==> config.mk <==
export PLATFORM = sky130hd
export DESIGN_NAME = prbs_sat_cnt
export DESIGN_NICKNAME = d
export VERILOG_FILES = /design/src/rtl/prbs_sat_cnt.sv
export SDC_FILE = /design/constraint.sdc
export NUM_CORES = 1
export LEC_CHECK = 0
export ABC_AREA = 1
export ABC_CLOCK_PERIOD_IN_PS = 2200
export BUFFER_PORTS_ARGS = -buffer_cell sky130_fd_sc_hd__buf_2
export CAP_MARGIN = 40
export CORE_MARGIN = 3
export CORE_UTILIZATION = 50
export DETAILED_ROUTE_END_ITERATION = 6
export PLACE_DENSITY = 0.73
export SLEW_MARGIN = 20
export SYNTH_ARGS = -nofsm -noshare
export SYNTH_HDL_FRONTEND = slang
export SYNTH_SLANG_ARGS = --single-unit
==> constraint.sdc <==
create_clock -name clk -period 2.2 [get_ports clk]
set_input_delay 0.22 -clock clk [delete_from_list [all_inputs] [get_ports clk]]
set_output_delay 0.22 -clock clk [all_outputs]
set_load 0.05 [all_outputs]
==> src/rtl/prbs_sat_cnt.sv <==
// Saturating up-counter with synchronous clear. Clear wins over increment,
// but a simultaneous increment makes the result 1 so no event is lost.
module prbs_sat_cnt #(
  parameter int W = 16
) (
  input  logic         clk,
  input  logic         reset,
  input  logic         inc,
  input  logic         clr,
  output logic [W-1:0] cnt
);

  logic [W-1:0] cnt_q;
  logic [W-1:0] cnt_d;

  // Next count: clear (optionally seeded with 1), else increment until all-ones.
  always_comb begin
    cnt_d = cnt_q;
    if (clr) begin
      cnt_d = inc ? W'(1) : '0;
    end else if (inc && (cnt_q != '1)) begin
      cnt_d = cnt_q + W'(1);
    end
  end

  // Count register with synchronous reset.
  always_ff @(posedge clk) begin
    if (reset) begin
      cnt_q <= '0;
    end else begin
      cnt_q <= cnt_d;
    end
  end

  assign cnt = cnt_q;

endmodule

==> results of run 1 <==
## metal layers
metal | GRT usage | part of all wire | up-vias
met5 | 0 | 0 | -
met4 | 0.1031 | 0.022 | 0
met3 | 0.02915 | 0.077 | 10
met2 | 0.3090 | 0.43 | 52
met1 | 0.2729 | 0.47 | 480
li1 | - | - | 550
## stage by stage
stage,cell area (um^2),instances,setup slack [ns],util
after floorplan,1010,161,0.2865,-
after global placement,1117,202,0.3362,0.6137
after detailed placement,1117,202,0.3110,0.6137
after CTS,1140,205,0.2853,0.6261
after global routing,1140,205,0.07124,0.6261
final,1140,205,0.2665,0.6261
## cell usage after synthesis
cell type  count  area, um^2
clkbuf_1       1       3.750
nand2_2        3       18.77
nand4_1        4       25.02
buf_1          1       3.750
nand2_4        2       22.52
nor3_1         1       5.000
o21ai_4        1       16.27
buf_6          1       11.26
a21oi_1       10       50.05
o21ai_0        3       15.01
inv_1         20       75.07
nor2_2         1       6.260
nor2_1        26       97.59
xor2_1         4       35.03
ha_1           1       12.51
nand3b_1       1       7.510
nand3_1       20       100.1
nand2_1       43       161.4
nor2_4         2       22.52
dfxtp_1       16       320.3
## cell families after synthesis
kind of cell    after synthesis  share of synthesized area
xor+xnor                      4                    0.03469
compound gates               14                    0.08055
fa+ha+maj                     1                    0.01239
buf+inv                      23                    0.09293
flops                        16                     0.3172
simple gates                103                     0.4622
## path summary, 6_finish.rpt
check	from	slack (ns)	end	cells past startpoint
max	cnt[0]$_SDFFE_PP0P_	0.27	cnt[11]$_SDFFE_PP0P_	10
max reg2reg	cnt[0]$_SDFFE_PP0P_	0.27	cnt[11]$_SDFFE_PP0P_	10
min reg2reg	cnt[15]$_SDFFE_PP0P_	0.53	cnt[15]$_SDFFE_PP0P_	2
min	reset	0.17	cnt[4]$_SDFFE_PP0P_	2
## final cells by class
class	count	area, um^2	area share
sequential	16	320.3	0.2810
tap	25	31.28	0.02744
multi-input combinational	122	595.6	0.5225
inverter	20	75.07	0.06586
clock buffer	3	22.52	0.01976
timing repair buffer	19	95.09	0.08343
## power by group
part,switching (mW),internal (mW),leakage [nW]
logic,0.0576,0.0197,0.364
registers,0.00774,0.295,0.130
clock network,0.0972,0.0637,0.0138
==> key figures, run 1 <==
Synth
  • Yosys Warn Count: 0
  • Seq/Total Area, Yosys: 0.3172
  • Avg Synthesized Cell Area: 6.272 um^2
  • Cell area after synthesis: 0.001010 mm^2
  • Cells after Synth: 161
  • #FFs+latches synth: 16
  • Mapped Nets: 166
  • Netlist cell types: 20

Power
  • Worst vdd ir: 260.8 uV
  • Leak: 0.5075 nW
  • PwrDens: 474.9 mW/mm^2
  • Final Total Pwr: 0.5413 mW

Clock tree
  • Cts hold-fix bufs: 0
  • H-tree depth: 1
  • CTS tree: done
  • Clock transition at path regs: 0.10 ns
  • Postcts setup bufs: 0
  • CTS Sinks: 16
  • Clk buf depth: 2
  • CTS Buf Count: 3
  • CTS resizes: 0
  • CTS root buffer: clkbuf_4
  • Clk_lat worst skew: 0.29 ns

STA
  • Fmax: 517.2 MHz
  • Final Hold Fails: 0
  • Unrepaired setup endpoints after global routing: false
  • Slew Viols, Final: 0
  • Clock Skew: 0.01213 ns
  • Endpoints failing setup: 0
  • Final period util: 0.8789
  • Setup TNS: 0 ns
  • Hold Slack: 0.1691 ns
  • Slew HR: 0.4649
  • Crit path time final: 1.933 ns
  • Worst-Margin Slew: 0.7996 ns

Critical path
  • Slowest stage cell, crit path: nor2_1
  • CP max FO: 13
  • Critical path cell sequence: ha_1, nand2_2, nor2_4, nand2_4, nor2_1, nor2_1, nand2_1, nand2_1, inv_1, nor2_1
  • Critical path required time: 2.43 ns
  • Worst path arrival time: 2.16 ns
  • Crit end category: flip-flop
  • Crit path buffers/inverters: 1
  • Kind of cell adding the most delay to the critical path: simple AND/OR/NAND/NOR gates
  • Startpoint Class: flip-flop
  • Kind of critical path: flip-flop to flip-flop
  • Max incr delay on CP: 0.61 ns
  • Critical path's most frequent cell: nor2_1

Route
  • Vias: 1092
  • Antenna viol nets, final: 0
  • Wire length per cell: 11.52 um
  • Starting DRT DRC Count: 35
  • Vias per cell: 5.327
  • Final wirelength: 2361 um
  • Router iterations before antenna repair: 4
  • DRC: 0

Global routing
  • Grt total ovfl: 0
  • Initial antenna violation count: 0
  • Number of global-route vias before repair: 916
  • Total GRT Usage: 0.2017
  • First-pass GRT wire length: 4008 um
  • Pin count of the biggest net entering global routing: 15

Run status
  • Outcome: finished clean

Cells and area
  • Filler cell count in the final layout: 187
  • Ant diodes: 0
  • Most frequent cells in the layout: 43 x nand2_1, 26 x nor2_1, 20 x inv_1, 20 x nand3_1, 19 x buf_2
  • Final Net Count: 187
  • Most common cell after layout, fill and taps aside: nand2_1
  • Max reg flops: 16
  • Share of cells above drive strength 1: 0.1722
  • Layout area overhead: 12.89%

Placement
  • GPL Wtd Cong: 0.8283
  • Post-DP HPWL: 1713 um
  • Buffers on Ports: 19

Job
  • MaxCap Viol Count: 0

Floorplanning
  • Core Area: 0.001821 mm^2
  • Std cell rows: 15
  • # IOs: 20
  • DIE AREA: 0.002595 mm^2
  • Die W: 50.94 um
  • Die height: 50.94 um
  • Initial Util: 0.5546

Hold path
  • Worst hold-check path type: input pin to flip-flop
No activity file was read; power rests on OpenSTA's default activity.
==> run 2: changes to the inputs <==
ABC_CLOCK_PERIOD_IN_PS = 2000   (was 2200)
CAP_MARGIN = unset   (was 40)
SETUP_SLACK_MARGIN = 0.4   (was unset)
clock period = 2 ns   (was 2.2 ns; I/O delays follow)
==> run 2 against run 1 <==
Against the previous run: clock power grew 34%; flip-flop and latch count is the same; first-iteration DRC count grew 17%; setup slack gained 0.21 ns; fmax grew 27%; via count shrank 2.5%; die area is the same; worst hold slack lost 0.028 ns; utilization grew 5.1 points; global-route usage shrank 0.074 points; critical endpoint is now cnt[14]$_SDFFE_PP0P_.
==> key figures, run 2 (same netlist as run 1, synthesis figures left out) <==
Run status
  • Outcome: finished clean

Route
  • Vias per cell: 5.047
  • Starting DRT DRC Count: 41
  • Final wirelength: 2483 um
  • Antenna viol nets, final: 0
  • DRC: 0
  • Router iterations before antenna repair: 4
  • Wire length per cell: 11.77 um
  • Vias: 1065

Power
  • P_sw: 0.1784 mW
  • PwrDens: 522.0 mW/mm^2
  • P_int: 0.4650 mW
  • Final Total Pwr: 0.6434 mW
  • Sw frac: 0.2773
  • Worst vdd ir: 466.6 uV
  • Clock power frac: 0.334
  • Leak: 0.5447 nW
  • Combinational power share: 0.147
  • Part of the power in registers: 0.519

STA
  • Slew Viols, Final: 0
  • Worst-Margin Slew: 0.6363 ns
  • Final setup margin: 0.4750 ns
  • Slew HR: 0.5742
  • Crit path time final: 1.525 ns
  • Setup TNS: 0 ns
  • Hold Slack: 0.1409 ns
  • Endpoints failing setup: 0
  • Final Hold Fails: 0
  • Unrepaired setup endpoints after global routing: false
  • Clock Skew: 0.002110 ns
  • Fmax: 655.7 MHz
  • Final period util: 0.7625

Cells and area
  • Layout area overhead: 22.06%
  • Filler cell count in the final layout: 174
  • Max reg flops: 16
  • Ant diodes: 0
  • Final Net Count: 192
  • Register area: 341.6 um^2
  • Share of cells above drive strength 1: 0.2796
  • Most common cell after layout, fill and taps aside: nand2_1
  • Most frequent cells in the layout: 43 x nand2_1, 26 x nor2_1, 20 x inv_1, 20 x nand3_1, 19 x buf_2
  • Multi-input logic area: 611.8 um^2

Floorplanning
  • Die height: 50.94 um
  • Std cell rows: 15
  • # IOs: 20
  • DIE AREA: 0.002595 mm^2
  • Die W: 50.94 um
  • Core Area: 0.001821 mm^2
  • Initial Util: 0.5546

Critical path
  • CP max FO: 6
  • Worst path arrival time: 1.72 ns
  • Max incr delay on CP: 0.39 ns
  • Critical path cell sequence: ha_4, nand2_2, nor2_4, nand2_4, o21ai_4, buf_4, nand3_1, nand2_1, nor2_2
  • Crit end category: flip-flop
  • Kind of cell adding the most delay to the critical path: simple AND/OR/NAND/NOR gates
  • Slowest stage cell, crit path: dfxtp_4
  • Critical path required time: 2.20 ns
  • Kind of critical path: flip-flop to flip-flop
  • Startpoint Class: flip-flop
  • Crit path buffers/inverters: 1

Global routing
  • Initial antenna violation count: 0
  • First-pass GRT wire length: 4084 um
  • GR Layer Usage met3: 0.05539
  • Total GRT Usage: 0.2010
  • Pin count of the biggest net entering global routing: 15
  • Grt total ovfl: 0
  • GRT Max-Usage Layer: met2
  • Grt met1 use: 0.2647
  • Number of global-route vias before repair: 968
  • Met2 GRT Util: 0.3240

Placement
  • Post-DP HPWL: 1858 um
  • Dpl ws: 0.3756 ns
  • Buffers on Ports: 19
  • GPL Wtd Cong: 0.8469

Clock tree
  • CTS Buf Count: 3
  • CTS root buffer: clkbuf_4
  • Clock transition at path regs: 0.09 ns
  • Clk_lat worst skew: 0.29 ns
  • CTS Sinks: 16
  • CTS tree: done
  • Clk buf depth: 2
  • H-tree depth: 1

Hold path
  • Worst hold-check path type: input pin to flip-flop

Job
  • MaxCap Viol Count: 0
[run 2: changes by cell type in the layout (fill, tap and decap cells not counted)]
cell,delta
a21oi_1,-1
a21oi_2,+1
buf_4,+4
buf_6,+1
clkbuf_8,+1
dfxtp_1,-13
dfxtp_2,+11
dfxtp_4,+2
ha_1,-1
ha_4,+1
[run 2: repair_timing]
item | 4_1_cts | 5_1_grt
pin swaps | 1 | 1
endpoints found under the setup margin | 9 | 15
endpoints found under the hold margin | 0 | 0
hold buffers | 0 | 0
setup buffers | 3 | 0
resized for setup | 0 | 4
[run 2: layout make-up]
class,instances,area share
multi-input cells,122,0.4964
flip-flops and latches,16,0.2772
repair buffers,24,0.1107
inverters,20,0.06091
clock buffers,4,0.02944
well taps,25,0.02538
[run 2: power groups by stage]
stage          logic [mW]  clock network (mW)  registers [mW]
2_1_floorplan      0.0436                   0           0.361
3_3_place_gp       0.0870                   0           0.340
3_5_place_dp       0.0872                   0           0.341
4_1_cts            0.0919               0.221           0.333
5_1_grt             0.105               0.232           0.336
6_report           0.0945               0.215           0.334
[run 2: stage by stage]
step	std cells	utilization	area (um^2)
after global placement	204	0.6337	1154
after detailed placement	204	0.6337	1154
after CTS	211	0.6660	1212
final	211	0.6770	1232
after global routing	211	0.6770	1232
after floorplan	161	-	1031
[run 2: worst register-to-register path, cell delays in order, from the launching register on]
cell and delay (ns):
dfxtp_4 0.39, ha_4 0.16, nand2_2 0.07, nor2_4 0.13
nand2_4 0.09, o21ai_4 0.23, buf_4 0.17, nand3_1 0.06
nand2_1 0.10, nor2_2 0.04
[run 2: path summary, 6_finish.rpt]
kind,cells after the start,endpoint,start,slack (ns)
min reg2reg,2,cnt[8]$_SDFFE_PP0P_,cnt[8]$_SDFFE_PP0P_,0.50
max reg2reg,9,cnt[14]$_SDFFE_PP0P_,cnt[0]$_SDFFE_PP0P_,0.47
max,9,cnt[14]$_SDFFE_PP0P_,cnt[0]$_SDFFE_PP0P_,0.47
min,2,cnt[4]$_SDFFE_PP0P_,reset,0.14
[run 2: per-layer routing]
layer / vias to the layer above / wire length (um) / part of all wire
met5: - / 0 / 0
met1: 477 / 1202 / 0.48
met4: 0 / 7 / 0.0028
li1: 557 / - / -
met3: 2 / 110 / 0.044
met2: 29 / 1163 / 0.47
==> run 3: changes to the inputs <==
ABC_CLOCK_PERIOD_IN_PS = 1300   (was 2000)
CORE_UTILIZATION = 48   (was 50)
PLACE_DENSITY = 0.74   (was 0.73)
clock period = 1.3 ns   (was 2 ns; I/O delays follow)
==> run 3 against run 2 <==
Against the previous run: the run now fails in global routing (5_1_grt); synthesized cell count stayed put; area after synthesis unchanged.
==> key figures, run 3 <==
Floorplanning
  • Initial Util: 0.5434
  • Die height: 51.87 um
  • # IOs: 20
  • Die W: 51.87 um
  • Std cell rows: 15

Run status
  • Tool error: [ERROR DPL-0038] Utilization greater than 100%, impossible to legalize
  • Stop stage: global routing (5_1_grt)
  • Outcome: did not finish

Clock tree
  • CTS root buffer: clkbuf_4
  • H-tree depth: 1
  • Clk buf depth: 2
  • CTS Buf Count: 3
  • CTS Sinks: 16

STA
  • WEP type: register data pin
  • Worst setup endpoint GRT: cnt[14]$_SDFFE_PP0P_/D

Synth
  • Seq/Total Area, Yosys: 0.3172
  • Synth top area share: 0.3172
  • EDFF count, synth: 0
  • Yosys Warn Count: 0
  • Largest cells by area after synthesis: dfxtp_1 32%, nand2_1 16%, nand3_1 9.9%
  • #FFs+latches synth: 16
  • Post-synth top cells: 43 x nand2_1, 26 x nor2_1, 20 x inv_1, 20 x nand3_1, 16 x dfxtp_1
  • Synth Flop Type: dfxtp_1
  • Netlist cell types: 20
  • Largest area contributor in the netlist: dfxtp_1
  • Cells after Synth: 161
  • Avg Synthesized Cell Area: 6.272 um^2
  • Most frequent cell after synthesis: nand2_1
  • Async set or reset register ratio after synthesis: 0
  • Cell area after synthesis: 0.001010 mm^2
  • Mapped Nets: 166

Placement
  • Post-Place Cells: 234
  • Post-DP HPWL: 2177 um
  • Dpl ws: -0.1601 ns
  • Buffers on Ports: 19
  • GPL Wtd Cong: 0.8518

Global routing
  • Pin count of the biggest net entering global routing: 16
run 3: cell families after synthesis:
group                      Yosys count  share of synthesized area
and+or+nand+nor                    103                     0.4622
buffers and inverters               23                    0.09293
DFF                                 16                     0.3172
AOI/OAI and AO/OA                   14                    0.08055
xor gates and xnor gates             4                    0.03469
adders and majority gates            1                    0.01239
run 3: per-stage QoR:
stage / cell area (um^2) / utilization
CTS: 1792 / 0.9643
global placement: 1400 / 0.7535
floorplan: 1052 / -
detailed placement: 1400 / 0.7535
run 3: what timing repair did:
action                                  4_1_cts
gates cloned                                  1
pin swaps                                    18
hold buffers                                  0
endpoints found under the setup margin       32
buffers inserted                              7
resized for setup                            84
==> run 4: changes to the inputs <==
ABC_CLOCK_PERIOD_IN_PS = 1700   (was 1300)
CORE_AREA = 3 3 64 66   (was unset)
CORE_MARGIN = unset   (was 3)
CORE_UTILIZATION = unset   (was 48)
DIE_AREA = 0 0 67 69   (was unset)
PLACE_DENSITY = unset   (was 0.74)
PLACE_DENSITY_LB_ADDON = 0.15   (was unset)
SETUP_SLACK_MARGIN = unset   (was 0.4)
clock period = 1.7 ns   (was 1.3 ns; I/O delays follow)
==> run 4 against run 3 <==
Against the previous run: the run now ends clean.
==> key figures, run 4 (same netlist as run 1, synthesis figures left out) <==
Critical path
  • Kind of critical path: flip-flop to flip-flop
  • Critical path required time: 1.85 ns
  • Startpoint Class: flip-flop
  • Kind of cell adding the most delay to the critical path: simple AND/OR/NAND/NOR gates
  • Slowest stage cell, crit path: dfxtp_4
  • Worst R2R Start: cnt[0]$_SDFFE_PP0P_
  • Max incr delay on CP: 0.36 ns
  • CP max FO: 5
  • Critical path cell sequence: ha_4, nand2_2, nor2_4, nand2_4, o21ai_4, buf_6, nand3_1, nand2_1, nor2_2
  • Crit end category: flip-flop
  • Crit path buffers/inverters: 1
  • Crit Reg-Reg Endpoint: cnt[14]$_SDFFE_PP0P_
  • Flop2flop setup slack: 0.15 ns
  • R2R cell count: 9
  • Worst path arrival time: 1.70 ns

STA
  • Unrepaired setup endpoints after global routing: false
  • Clock Skew: 0.003018 ns
  • Final setup margin: 0.1522 ns
  • Final Hold Fails: 0
  • Slew Viols, Final: 0
  • Endpoints failing setup: 0
  • Crit path time final: 1.548 ns
  • Fmax: 646.1 MHz
  • Setup TNS: 0 ns
  • Final period util: 0.9105
  • Worst-Margin Slew: 0.5502 ns
  • Slew HR: 0.6328

Route
  • DRC: 0
  • M1 WL: 1387 um
  • Starting DRT DRC Count: 50
  • Vias per cell: 4.550
  • Final wirelength: 3075 um
  • Routed wire length on met3: 118 um
  • Antenna viol nets, final: 0
  • Vias: 1142
  • Met2 WL post-DR: 1524 um
  • Uppermost layer routed: met4
  • Router iterations before antenna repair: 4
  • Wire length per cell: 12.25 um

Placement
  • Post-Place Cells: 242
  • GPL Wtd Cong: 0.8458
  • Buffers on Ports: 19
  • Post-DP HPWL: 2265 um
  • Dpl ws: -0.1422 ns

Clock tree
  • Clk buf depth: 2
  • H-tree depth: 1
  • CTS Sinks: 16
  • Cts hold-fix bufs: 0
  • CTS root buffer: clkbuf_8
  • Clock transition at path regs: 0.07 ns
  • CTS tree: done
  • CTS Buf Count: 3
  • Clk_lat worst skew: 0.25 ns

Cells and area
  • Post-layout util: 0.3871
  • Most frequent cells in the layout: 43 x nand2_1, 25 x nor2_1, 20 x inv_1, 20 x nand3_1
  • Max reg flops: 16
  • Non-filler cells, final: 251
  • Layout area overhead: 39.28%
  • Final Net Count: 209
  • Share of cells above drive strength 1: 0.3103
  • Ant diodes: 0
  • Most common cell after layout, fill and taps aside: nand2_1

Floorplanning
  • Initial Util: 0.2779
  • Die W: 67 um
  • Std cell rows: 22
  • DIE AREA: 0.004623 mm^2
  • # IOs: 20
  • Core Area: 0.003633 mm^2
  • Die height: 69 um

Hold path
  • Hold wc startpoint: reset
  • Worst Hold Path EP: cnt[0]$_SDFFE_PP0P_
  • Worst hold-check path type: input pin to flip-flop
  • Hold Path Depth: 2

Global routing
  • Number of global-route vias before repair: 1165
  • Pin count of the biggest net entering global routing: 15
  • Total GRT Usage: 0.1402
  • First-pass GRT wire length: 5106 um
  • Initial antenna violation count: 0
  • Grt total ovfl: 0

Run status
  • Outcome: finished clean

Job
  • MaxCap Viol Count: 0

Power
  • PwrDens: 618.0 mW/mm^2
  • Worst vdd ir: 461.6 uV
  • Leak: 0.6403 nW
[run 4: worst max path at each step]
| stage | startpoint | to | slack, ns | cells past startpoint |
|---|---|---|---|---|
| after CTS | cnt[1]$_SDFFE_PP0P_ | cnt[14]$_SDFFE_PP0P_ | 0.05 | 10 |
| after floorplan | cnt[1]$_SDFFE_PP0P_ | cnt[13]$_SDFFE_PP0P_ | 0.003 | 8 |
| final | cnt[0]$_SDFFE_PP0P_ | cnt[14]$_SDFFE_PP0P_ | 0.15 | 9 |
| after global placement | cnt[0]$_SDFFE_PP0P_ | cnt[13]$_SDFFE_PP0P_ | -0.08 | 9 |
| after global routing | cnt[0]$_SDFFE_PP0P_ | cnt[14]$_SDFFE_PP0P_ | 0.03 | 9 |
| after detailed placement | cnt[0]$_SDFFE_PP0P_ | cnt[13]$_SDFFE_PP0P_ | -0.14 | 9 |
[run 4: layer usage]
layer / vias up / global-route usage
met5: - / 0
met4: 0 / 0.05631
met3: 4 / 0.03420
met2: 26 / 0.2325
met1: 519 / 0.1692
li1: 593 / -
[run 4: area by class of cell]
| class | count | area [um^2] |
|---|---|---|
| timing repair buffer | 40 | 260.3 |
| clock buffer | 4 | 55.05 |
| multi-input combinational | 123 | 621.8 |
| tap | 48 | 60.06 |
| fill | 407 | 2227 |
| inverter | 20 | 75.07 |
| sequential | 16 | 334.1 |
[run 4: what timing repair did]
action                     in CTS  in global routing
buffers inserted                2                  3
gates cloned                    0                  1
setup endpoints to repair      16                 15
resized for setup               1                  6
pin swaps                       1                  3
[run 4: per-stage QoR]
step                      total power [mW]  hold slack (ns)  cell area [um^2]
final                               0.8692           0.1651              1406
after global routing                0.9069           0.1775              1406
after CTS                           0.8739           0.1610              1358
after detailed placement            0.5146           0.4355              1285
after global placement              0.5126           0.4273              1285
after floorplan                     0.4765           0.3366              1021
[run 4: report_power, final]
part           switching (mW)  internal [mW]
registers             0.00588          0.381
clock network           0.145          0.206
logic                  0.0883         0.0427
